===== config.mk =====
export PLATFORM = sky130hd
export DESIGN_NAME = lcd_texto_sequenciador
export DESIGN_NICKNAME = d
export VERILOG_FILES = /design/src/rtl/lcd_texto_sequenciador.sv
export SDC_FILE = /design/constraint.sdc
export NUM_CORES = 1
export LEC_CHECK = 0
export BUFFER_PORTS_ARGS = -buffer_cell sky130_fd_sc_hd__buf_4
export CELL_PAD_IN_SITES_DETAIL_PLACEMENT = 1
export CELL_PAD_IN_SITES_GLOBAL_PLACEMENT = 1
export CORE_ASPECT_RATIO = 0.6
export CORE_MARGIN = 8
export CORE_UTILIZATION = 28
export CTS_BUF_LIST = sky130_fd_sc_hd__clkbuf_16
export CTS_CLUSTER_DIAMETER = 150
export DETAILED_ROUTE_END_ITERATION = 8
export PLACE_DENSITY = 0.55
export SLEW_MARGIN = 5
export SYNTH_ARGS = -nofsm -noshare
export SYNTH_HDL_FRONTEND = slang
export SYNTH_SLANG_ARGS = --single-unit

===== constraint.sdc =====
create_clock -name clk -period 9.1 [get_ports clk]
set_input_delay 0 -clock clk [delete_from_list [all_inputs] [get_ports clk]]
set_output_delay 0 -clock clk [all_outputs]
set_load 0.02 [all_outputs]

===== src/rtl/lcd_texto_sequenciador.sv =====
`default_nettype none
// ============================================================================
// Module      : lcd_texto_sequenciador
// Description : Holds a 2x16 character shadow buffer and replays it to the
//               LCD_Controle driver on request: line-1 address command,
//               16 characters, line-2 address command, 16 characters.
//               The enable/busy handshake with the driver is owned here.
//               Optional macro AUTO_REFRESH_EN adds a periodic refresh timer.
// Revision    : 1.0 - initial release
// ============================================================================
module lcd_texto_sequenciador #(
    parameter int         CLK_FREQ   = 50,
    parameter int         REFRESH_MS = 100,
    parameter logic [7:0] LINE1_ADDR = 8'h80,
    parameter logic [7:0] LINE2_ADDR = 8'hC0
) (
    input  logic       clk,
    input  logic       rst,
    input  logic       wr_en,
    input  logic [4:0] wr_addr,
    input  logic [7:0] wr_data,
    input  logic       refresh,
    input  logic       lcd_busy,
    output logic       lcd_enable,
    output logic [9:0] lcd_bus,
    output logic       seq_busy,
    output logic       done
);

    typedef enum logic [1:0] {
        ST_IDLE      = 2'd0,
        ST_ISSUE     = 2'd1,
        ST_WAIT_ACK  = 2'd2,
        ST_WAIT_DONE = 2'd3
    } state_t;

    localparam logic [5:0]  LAST_STEP   = 6'd33;
    localparam logic [5:0]  LINE2_STEP  = 6'd17;
    localparam logic [31:0] AUTO_PERIOD = 32'(CLK_FREQ * 1000 * REFRESH_MS);

    state_t     state_q, state_d;
    logic [5:0] step_q, step_d;
    logic       pending_q, pending_d;
    logic       lcd_enable_q, lcd_enable_d;
    logic [9:0] lcd_bus_q, lcd_bus_d;
    logic       seq_busy_q, seq_busy_d;
    logic       done_q, done_d;
    logic [7:0] char_q [32];

    logic       auto_tick;
    logic [4:0] char_idx;
    logic [9:0] issue_word;

`ifdef AUTO_REFRESH_EN
    logic [31:0] tick_cnt_q;

    // Free-running refresh timer; every wrap requests a refresh
    always_ff @(posedge clk or posedge rst) begin
        if (rst) begin
            tick_cnt_q <= 32'd0;
        end else if (tick_cnt_q == AUTO_PERIOD - 32'd1) begin
            tick_cnt_q <= 32'd0;
        end else begin
            tick_cnt_q <= tick_cnt_q + 32'd1;
        end
    end

    assign auto_tick = (tick_cnt_q == AUTO_PERIOD - 32'd1);
`else
    logic [31:0] period_unused;
    assign period_unused = AUTO_PERIOD;
    assign auto_tick     = 1'b0;
`endif

    // Shadow buffer: user writes land in any state, reset blanks the screen
    always_ff @(posedge clk or posedge rst) begin
        if (rst) begin
            for (int i = 0; i < 32; i++) begin
                char_q[i] <= 8'h20;
            end
        end else if (wr_en) begin
            char_q[wr_addr] <= wr_data;
        end
    end

    // Step-to-buffer mapping: steps 1-16 read 0-15, steps 18-33 read 16-31
    // (the 5-bit subtraction wraps steps 32/33 onto entries 30/31)
    always_comb begin
        char_idx = (step_q <= 6'd16) ? (step_q[4:0] - 5'd1) : (step_q[4:0] - 5'd2);
        if (step_q == 6'd0) begin
            issue_word = {2'b00, LINE1_ADDR};
        end else if (step_q == LINE2_STEP) begin
            issue_word = {2'b00, LINE2_ADDR};
        end else begin
            issue_word = {2'b10, char_q[char_idx]};
        end
    end

    // State, step, pending flag and registered driver outputs
    always_ff @(posedge clk or posedge rst) begin
        if (rst) begin
            state_q      <= ST_IDLE;
            step_q       <= 6'd0;
            pending_q    <= 1'b1;
            lcd_enable_q <= 1'b0;
            lcd_bus_q    <= 10'd0;
            seq_busy_q   <= 1'b0;
            done_q       <= 1'b0;
        end else begin
            state_q      <= state_d;
            step_q       <= step_d;
            pending_q    <= pending_d;
            lcd_enable_q <= lcd_enable_d;
            lcd_bus_q    <= lcd_bus_d;
            seq_busy_q   <= seq_busy_d;
            done_q       <= done_d;
        end
    end

    // Sequencer next-state logic and the handshake with the driver
    always_comb begin
        state_d      = state_q;
        step_d       = step_q;
        pending_d    = pending_q;
        lcd_enable_d = 1'b0;
        lcd_bus_d    = lcd_bus_q;
        seq_busy_d   = seq_busy_q;
        done_d       = 1'b0;

        case (state_q)
            ST_IDLE: begin
                seq_busy_d = 1'b0;
                if (pending_q) begin
                    pending_d  = 1'b0;
                    step_d     = 6'd0;
                    seq_busy_d = 1'b1;
                    state_d    = ST_ISSUE;
                end
            end
            ST_ISSUE: begin
                if (!lcd_busy) begin
                    lcd_enable_d = 1'b1;
                    lcd_bus_d    = issue_word;
                    state_d      = ST_WAIT_ACK;
                end
            end
            ST_WAIT_ACK: begin
                if (lcd_busy) begin
                    state_d = ST_WAIT_DONE;
                end
            end
            ST_WAIT_DONE: begin
                if (!lcd_busy) begin
                    if (step_q == LAST_STEP) begin
                        done_d     = 1'b1;
                        seq_busy_d = 1'b0;
                        state_d    = ST_IDLE;
                    end else begin
                        step_d  = step_q + 6'd1;
                        state_d = ST_ISSUE;
                    end
                end
            end
            default: begin
                state_d = ST_IDLE;
            end
        endcase

        // New content or an explicit request always earns one more replay
        if (wr_en || refresh || auto_tick) begin
            pending_d = 1'b1;
        end
    end

    assign lcd_enable = lcd_enable_q;
    assign lcd_bus    = lcd_bus_q;
    assign seq_busy   = seq_busy_q;
    assign done       = done_q;

endmodule
`default_nettype wire


==> results of run 1 <==
-- per-layer routing --
metal  GRT usage [%]  routed length [µm]  vias to the layer above
met5               0                   9                        -
met4           2.342                 641                        2
met3           2.816                2011                       51
met2           20.37               18870                      173
met1           24.71               25910                     5508
li1                -                   -                     4569
-- timing repair --
item                                    4_1_cts  5_1_grt
hold buffers                                 10        0
endpoints found under the hold margin       153        0
endpoints found under the setup margin        0        0
-- cell type report --
cell class	count	area [µm²]	share of cell area, %
Clock buffer	29	725.7	4.357
Tap cell	703	879.6	5.281
Inverter	19	78.83	0.4733
Timing Repair Buffer	52	415.4	2.494
Sequential cell	277	6978	41.90
Clock inverter	23	152.6	0.9165
Multi-Input combinational cell	841	7425	44.58
-- path summary, 6_finish.rpt --
kind	end	slack, ns	cells past startpoint
worst min register to register	lcd_bus[9]	0.48	2
max in group asynchronous	char_q[36]	7.27	4
min in group asynchronous	char_q[2]	0.19	3
worst max register to register	lcd_bus[6]	4.93	9
worst max-delay path	lcd_bus[6]	4.93	9
worst min-delay path	char_q[167]	0.04	2
-- placed cells by master, fill, tap and decap left out, types with 27 or more instances in the layout --
master	instances
inv_1	28
nand2_1	85
clkbuf_16	29
dfrtp_1	242
mux2i_1	120
dfstp_2	33
nor3_1	27
nor2_1	45
a21oi_1	30
buf_4	42
mux2_2	258
-- cells by family (layout without fill, tap and decap cells) --
| family | after synthesis | count (layout) |
|---|---|---|
| buf+inv | 112 | 123 |
| compound gates | 193 | 193 |
| fa+ha+maj | 12 | 12 |
| simple gates | 225 | 225 |
| xor+xnor | 4 | 4 |
| other cells | 1 | 1 |
| mux | 406 | 406 |
| flops | 277 | 277 |
-- power breakdown --
group	internal (mW)	switching, mW	leakage, nW
logic	0.695	0.887	3.03
clock network	0.630	0.513	0.472
registers	1.50	0.199	3.46
total	2.82	1.60	6.97
-- per-stage QoR --
step                      cell area, µm²  setup WS (ns)
after floorplan                    14950          1.517
after global placement             15670          4.720
after detailed placement           15670          4.652
after CTS                          16650          4.635
after global routing               16650          4.719
final                              16650          4.929
-- registers in the layout (all words and copies together) (netlist names) --
register and flops:
lcd_bus 9, char_q 256, step_q 6, lcd_enable 1
seq_busy 1, state_q 2, done 1, pending_q 1
-- critical path, delay by kind of cell (launching register included) --
kind	cells	cell delay [ns]
compound gates	2	0.26
fa+ha+maj	1	0.78
buf+inv	2	1.04
flops	1	0.83
mux	2	0.68
simple gates	2	0.42
==> flow_results.org, run 1 <==
** Route
- Post-route DRC :: 0
- In the final routed layout, each cell accounts on average for ~24 µm.
- Summed over all layers, the routed wires come to 47440 µm.
- Total number of vias :: 10300
- Number of design-rule violations left by the first detailed-router iteration :: slightly below 800
- Dividing the detail-routed via count by the number of cells gives between 5 and 6.
- Drt first pass iters :: 5
- The count of nets left with antenna violations once routing finished came out at 0.

** Critical path
- For this run, the slowest stage of the critical path takes roughly 0.83 ns.
- Setup CP Type :: register to register
- Critical path fanouts, max :: 48
- Critical Path RT :: about 9.6 ns
- Cell-by-cell listing of the critical path :: inv_1 > ha_4 > buf_4 > mux2i_1 > mux4_2 > or3_1 > nand4_1 > a21oi_1 > a211oi_1
- Worst-path cell with the longest stage delay :: dfrtp_4
- STA classifies the critical path startpoint as a register.
- Critical path capture point type :: register
- R2R Path Start :: step_q[1]
- STA puts the critical path data arrival time at 4.65 ns.
- The critical path starts at step_q[1].

** Logic synthesis
- The netlist uses 67 different library cells.
- Yosys instantiated no cell more often than mux2_2.
- Complex-gate fraction of the synthesized area :: a little under a tenth
- The synthesized netlist devotes 1.004% of its cell area to adder and majority cells.
- After synthesis the netlist holds a flip-flop and latch count of roughly 280.
- Simple logic cell fraction of the synthesized area :: under 10%
- Yosys mapped a number of flops with a built-in enable equal to 0.
- By count the netlist is led by mux2_2, dfrtp_1, mux2i_1.
- For this run, the leading register cell type out of synthesis is dfrtp_1.
- Combinational family with the most area after synthesis :: multiplexers
- Sequential area share after synthesis :: between 40% and 50%
- Gate count of the mapped netlist :: approximately 1200
- Area leader, netlist :: dfrtp_1
- Averaged over all synthesized cells, the footprint is about 12 µm².
- Xor/xnor cell area share of the yosys netlist :: 0.2343%
- Synthesis produced a netlist with a net count of about 1300.
- Leading post-synthesis cells by cell area :: dfrtp_1, mux2_2, mux2i_1
- Cell Area, Synth :: 0.01495 mm²
- Multiplexer cells account for between 30% and 40% of the synthesized area.
- Fraction of synthesized cell area taken by the top area cell type :: 40.84%
- Number of warning messages in the yosys log :: 0
- In the synthesized netlist the async set-or-reset flop fraction comes to 100.0%.

** Placed design
- Buffers placed on the I/O ports in this run total 29.
- HPWL Detailed :: ~32000 µm
- In this run, placement finished with an instance count of roughly 1900.
- Routability-driven placement finished with a final weighted congestion of 0.8590.

** Global route
- Initial antenna violation count :: 2
- Global-route wire length before repair :: 72190 µm
- Total GRT Usage :: approximately 15%
- For this run the aggregate overflow at the end of global routing stands at 0.
- Pin count of the biggest net entering global routing :: between 100 and 150
- Via count of the first global-routing pass :: between 10000 and 15000

** Clocking
- Clk slew on worst S/H paths :: approximately 0.070 ns
- CTS tree :: yes
- The longest clock path from root to sink contains 3 buffers.
- Clock latency on the worst-skew pair :: around 0.57 ns
- Once the clock tree was built, the resizer swapped 0 gates to a different size.
- The number of clock buffers added by TritonCTS is 28.
- Clk sinks :: 277
- CTS placed an instance of clkbuf_16 at the clock tree root.
- Number of H-tree levels :: 1
- In this run the post-CTS setup repair buffer count came out at 0.

** Worst hold path
- The worst hold path begins at wr_data[7].
- Hold crit path type :: input port to register

** Layout
- Of the cells placed in the final design, the portion with a size suffix greater than 1 is 33.12%.
- The layout has 5651 filler cells.
- For this run, the post-layout net count is about 1200.
- Post-Route Utilization :: between 30% and 40%
- From synthesis to final layout, the design area changed by 11.39%.
- 0 antenna diodes ended up in the layout.
- Final std cells w/o fill :: about 2000

** Power and ir drop
- Peak ir drop on the vdd network :: between 0.15 and 0.2 mV
- Leakage power of the design :: approximately 7.0 nW
- The completed layout was analyzed and its total power is 4.418 mW.
- Power density relative to cell area :: 265.3 mW/mm²

** STA
- For the pin with the worst max-slew slack, the measured transition is 1.055 ns.
- Crit path time final :: ~4.2 ns
- Dividing the final minimum period by the clock period gives 45.84%.
- # setup viols final :: 0
- In this run the tightest slew margin relative to its limit is ~30%.
- Unrepaired setup endpoints after global routing :: false
- The total count of max-transition violations in the final report was 0.
- Derived from the worst setup path, the maximum achievable clock frequency is approximately 240 MHz.
- Setup total negative slack on the finished layout was measured at 0 ns.
- Final hold analysis gives a worst-case slack of 0.03651 ns.
- For the final database, setup skew stands at around 0.013 ns.
- The final-report hold violation count was 0.

** Floorplanning
- The core region is between 0.05 and 0.06 mm².
- The die is about 310 µm wide.
- Number of placement rows :: 65
- Die H :: 195.0 µm
- The die covers 0.06129 mm².
- Pin placement for this block handled 31 I/O pins.
- Effective utilization at floorplan :: ~28%

** Outcome
- Result of the run :: finished, final reports clean

** Run
- Maximum Capacitance Violations :: 0
(Power assumes the default switching activity.)
==> run 2: changes to the inputs <==
--- a/config.mk
+++ b/config.mk
@@ -5,6 +5,7 @@
 export SDC_FILE = /design/constraint.sdc
 export NUM_CORES = 1
 export LEC_CHECK = 0
+export ABC_AREA = 1
 export BUFFER_PORTS_ARGS = -buffer_cell sky130_fd_sc_hd__buf_4
 export CELL_PAD_IN_SITES_DETAIL_PLACEMENT = 1
 export CELL_PAD_IN_SITES_GLOBAL_PLACEMENT = 1
@@ -14,7 +15,7 @@
 export CTS_BUF_LIST = sky130_fd_sc_hd__clkbuf_16
 export CTS_CLUSTER_DIAMETER = 150
 export DETAILED_ROUTE_END_ITERATION = 8
-export PLACE_DENSITY = 0.55
+export PLACE_DENSITY = 0.61
 export SLEW_MARGIN = 5
 export SYNTH_ARGS = -nofsm -noshare
 export SYNTH_HDL_FRONTEND = slang
==> constraint.sdc (replaced) <==
create_clock -name clk -period 3.4 [get_ports clk]
set_input_delay 0 -clock clk [delete_from_list [all_inputs] [get_ports clk]]
set_output_delay 0 -clock clk [all_outputs]
set_load 0.02 [all_outputs]
==> run 2 against run 1 <==
Compared with the run above: non-clock buffer count increased by 14; sequential power grew to 2.6 times the previous value; worst setup slack got worse by 4.5 ns; global-route usage increased by 2.1 points; area after synthesis fell by 12%; register-to-register slack worse by 4.5 ns; first-iteration DRC count increased by 24%; critical endpoint is now lcd_bus[0].
==> flow_results.org, run 2 <==
** Power and ir drop
- The total power density per cell area came to 831.9 mW/mm² (was 265.3 mW/mm²).
- The fraction of power consumed by combinational cells is 38.7% (was 35.8%).
- Leakage power of the design :: 6.898 nW (was 6.971 nW)
- Clock Power Share :: 26.2% (was 25.9%)
- Internal Pwr Total :: 7.391 mW (was 2.820 mW)
- Peak ir drop on the vdd network :: 0.4164 mV (was 0.1628 mV)
- Net switching component of the power :: 5.129 mW (was 1.599 mW)
- Sw Ratio :: 40.97% (was 36.18%)
- Share of total power in sequential cells :: 35.1% (was 38.3%)

** Logic synthesis
- Number of enable flip-flop cells after synthesis :: 0 (unchanged)
- Per-instance average area after synthesis :: 7.999 µm² (was 12.16 µm²)
- The share of the synthesized area in the top cell type was 46.15% (was 40.84%).
- Primary flip-flop cell chosen by synthesis mapping :: dfrtp_1 (unchanged)
- Leading post-synthesis cells by cell area :: dfrtp_1, nand2_1, nand3_1 (was dfrtp_1, mux2_2, mux2i_1)
- Sequential area share after synthesis :: 52.70% (was 46.64%)
- Most frequent cells after synthesis :: nand2_1, dfrtp_1, nand3_1 (was mux2_2, dfrtp_1, mux2i_1)
- Most frequently used cell type in the post-synthesis netlist :: nand2_1 (was mux2_2)
- The post-synthesis register bit count is 277 (unchanged).
- The synthesized netlist net count is 1684 (was 1260).
- Count of different cell masters after synthesis :: 34 (was 67)
- The number of warnings printed during yosys synthesis came to 0 (unchanged).
- Share of synthesized registers carrying an async set or reset :: 100.0% (unchanged)
- Cell Area, Synth :: 0.01323 mm² (was 0.01495 mm²)
- The cell type with the highest aggregate area in the netlist is dfrtp_1 (unchanged).
- Gate count of the mapped netlist :: 1654 (was 1230)

** Route
- The number of antenna-violating nets in the routed design came to 0 (unchanged).
- The count of routing violations after the opening detailed-route iteration came to 970 (was 783).
- The number of iterations in the first detailed-routing pass is 5 (unchanged).
- Post-route DRC :: 0 (unchanged)
- The total wire length after detailed routing was 46690 µm (was 47440 µm).
- The post-detailed-route via-to-cell ratio was 4.951 (was 5.300).
- The number of vias after detailed routing was 11370 (was 10300).
- Routed WL per cell :: 20.33 µm (was 24.40 µm)

** Critical path
- Critical Path Start Type :: register (unchanged)
- The endpoint required time on the critical path is 3.87 ns (was 9.58 ns).
- Worst-case register-to-register setup slack :: 0.45 ns (was 4.93 ns)
- The start-to-end type of the worst setup path is register to register (unchanged).
- The delay of the slowest cell on the worst path came to 0.47 ns (was 0.83 ns).
- CP delay by family, top :: simple AND/OR/NAND/NOR gates (was buffers and inverters)
- Total stage count of the critical path :: 16 (was 9)
- The endpoint type of the worst setup path is a register (unchanged).
- R2R Path Start :: step_q[0] (was step_q[1])
- Bufs and invs on worst path :: 3 (was 2)
- The critical path startpoint is step_q[0] (was step_q[1]).
- The critical path data arrival time was 3.42 ns (was 4.65 ns).
- The count of cells along the worst register-to-register path is 16 (was 9).
- Cell-by-cell listing of the critical path: inv_1 > ha_1 > nand2_2 > nand2_4 > nand2_4 > nand2_1 > nand2_2 > inv_2 > buf_4 > nand3_1 > nand3_1 > nand3_1 > nand2_1 > nand2_1 > nand3_1 > nand2_1 (was inv_1 > ha_4 > buf_4 > mux2i_1 > mux4_2 > or3_1 > nand4_1 > a21oi_1 > a211oi_1).
- The worst-path cell with the longest stage delay is dfrtp_1 (was dfrtp_4).
- Critical path fanouts, max :: 22 (was 48)
- The critical register-to-register path endpoint is lcd_bus[0] (was lcd_bus[6]).

** Placed design
- PortBufs :: 29 (unchanged)
- The HPWL after detailed placement is 30400 µm (was 31900 µm).
- Total cell area at the placement stage :: 0.01404 mm² (was 0.01567 mm²)
- The placer's final routability congestion estimate is 0.8175 (was 0.8590).

** Floorplanning
- The I/O pin count was 31 (unchanged).
- The chip height was 184.4 µm (was 195.0 µm).
- The horizontal die dimension was 296.6 µm (was 314.3 µm).
- The total die area is 0.05469 mm² (was 0.06129 mm²).
- Effective utilization at floorplan :: 28.46% (was 28.42%)
- The area of the core came to 0.04648 mm² (was 0.05262 mm²).
- Number of placement rows :: 61 (was 65)

** STA
- Final number of hold-violating endpoints :: 0 (unchanged)
- The setup-violating endpoint count in the final report is 0 (unchanged).
- Unrepaired setup endpoints after global routing: false (unchanged).
- The relative slew slack came to 15.20% (was 29.69%).
- The transition time at the pin with the least slew margin is 1.271 ns (was 1.055 ns).
- Crit path time final :: 2.952 ns (was 4.171 ns)
- The worst hold slack after final layout came to 0.06943 ns (was 0.03651 ns).
- Clock Skew :: 0.02116 ns (was 0.01300 ns)
- The total count of max-transition violations in the final report is 0 (unchanged).
- The maximum clock frequency was 338.8 MHz (was 239.7 MHz).
- Final critical-path share of the clock period :: 86.81% (was 45.84%)

** Clocking
- The number of clock sinks was 277 (unchanged).
- Number of H-tree levels :: 1 (unchanged)
- Clock latency on the worst-skew pair :: 0.58 ns (was 0.57 ns)
- The root buffer cell is clkbuf_16 (unchanged).
- The post-CTS resize count was 0 (unchanged).
- Number of buffers between clock root and the deepest sink :: 3 (unchanged)
- Cts bufs inserted :: 28 (unchanged)
- CTS tree :: yes (unchanged)
- The clock-pin slew on the worst setup and hold paths came to 0.07 ns (about the same).

** Global route
- Pin count of the biggest net entering global routing :: 103 (was 137)
- The number of antenna violations at the first check in global routing is 3 (was 2).
- Gr ovfl total :: 0 (unchanged)
- Total GRT Usage :: 17.26% (was 15.15%)
- The met1 global-route usage came to 28.13% (was 24.71%).
- The via count of the first global-routing pass was 11480 (was 10450).
- Global routing met3 resource utilization :: 2.944% (was 2.816%)
- Global-route wire length before repair :: 73690 µm (was 72190 µm)
- Layer with the highest usage :: met1 (unchanged)
- M2 GR Usage :: 23.17% (was 20.37%)

** Layout
- The leading cell type in the layout, fill and taps excluded was nand2_1 (was mux2_2).
- Final standard cell area without fillers :: 0.01505 mm² (was 0.01665 mm²)
- Net count of the finished layout :: 1674 (was 1249)
- Number of antenna cells inserted :: 0 (unchanged)
- Area of the multi-input gates :: 0.005386 mm² (was 0.007425 mm²)
- Flip-flop count of the largest register after layout :: 256 (unchanged)
- Most frequent cells in the layout: nand2_1, dfrtp_1, nand3_1, o21ai_0, inv_1 (was mux2_2, dfrtp_1, mux2i_1, nand2_1, nor2_1).
- The top register by number of flip-flops is char_q (unchanged).
- Layout cell share with drive strength beyond 1 :: 9.364% (was 33.12%)
- Number of fillers in the final layout :: 5554 (was 5651)
- Area occupied by registers :: 0.006973 mm² (was 0.006978 mm²)
- Area Growth Syn to Fin :: 13.75% (was 11.39%)

** Worst hold path
- The worst hold path endpoint is char_q[13] (was char_q[167]).
- Hold-critical path depth :: 5 (was 2)
- The hold path startpoint is wr_addr[4] (was wr_data[7]).
- The class of the tightest hold or removal check is input port to register (unchanged).

** Run
- The number of violations of the max-capacitance limit is 0 (unchanged).

** Outcome
- Result of the run: finished, final reports clean (unchanged).
## run 2: worst min-delay path, delay by kind of cell
| kind | cells | cell delay, ns |
|---|---|---|
| AND/OR/NAND/NOR | 2 | 0.27 |
| buffers and inverters | 2 | 0.31 |
| AO/OA/AOI/OAI | 1 | 0.05 |
## run 2: metrics by stage
| stage | setup slack [ns] | power (mW) | setup TNS, ns | utilization [%] | cells |
|---|---|---|---|---|---|
| CTS | 0.4882 | 12.61 | 0 | 32.38 | 2296 |
| detailed placement | 0.5074 | 9.258 | 0 | 30.21 | 2238 |
| floorplan | -0.2384 | 7.454 | -58.17 | - | 1654 |
| finish | 0.4484 | 12.52 | 0 | 32.38 | 2296 |
| global placement | 0.5883 | 9.191 | 0 | 30.21 | 2238 |
| global route | 0.2321 | 13.37 | 0 | 32.38 | 2296 |
## run 2: cells by family after synthesis
kind of cell             after synthesis  share of synthesized area, %
AND/OR/NAND/NOR                      893                         28.84
flip-flops                           277                         52.70
AO/OA/AOI/OAI                        271                         10.37
buffers and inverters                196                         6.601
adder cells (fa/ha/maj)               12                         1.135
XOR/XNOR                               4                        0.3216
other                                  1                       0.02834
## run 2: timing repair
item / in CTS / in global routing
hold buffers: 6 / 0
endpoints found under the hold margin: 36 / 0
buffers inserted: 0 / 0
## run 2: cell type report
class                   count  share of cell area, %
well taps                 630                  5.238
multi-input cells        1181                  35.79
clock buffers              28                  4.656
flip-flops and latches    277                  46.33
inverters                  90                  2.278
repair buffers             66                  4.057
clock inverters            24                  1.646
## run 2: power groups by stage
stage / Combinational [mW] / Sequential [mW] / Clock (mW)
after detailed placement: 4.81 / 4.45 / 0
final: 4.84 / 4.40 / 3.28
after CTS: 4.84 / 4.40 / 3.38
after floorplan: 3.08 / 4.37 / 0
after global placement: 4.76 / 4.43 / 0
after global routing: 5.38 / 4.48 / 3.51
## run 2: layer usage
layer | wire length (µm) | up-vias
met5 | 12 | -
met4 | 847 | 2
met3 | 2315 | 57
met2 | 18190 | 233
met1 | 25320 | 5710
li1 | - | 5366
## run 2: worst max path at each step
stage,to
floorplan,char_q[0]
global placement,lcd_bus[2]
detailed placement,lcd_bus[0]
CTS,lcd_bus[0]
global route,lcd_bus[5]
finish,lcd_bus[0]
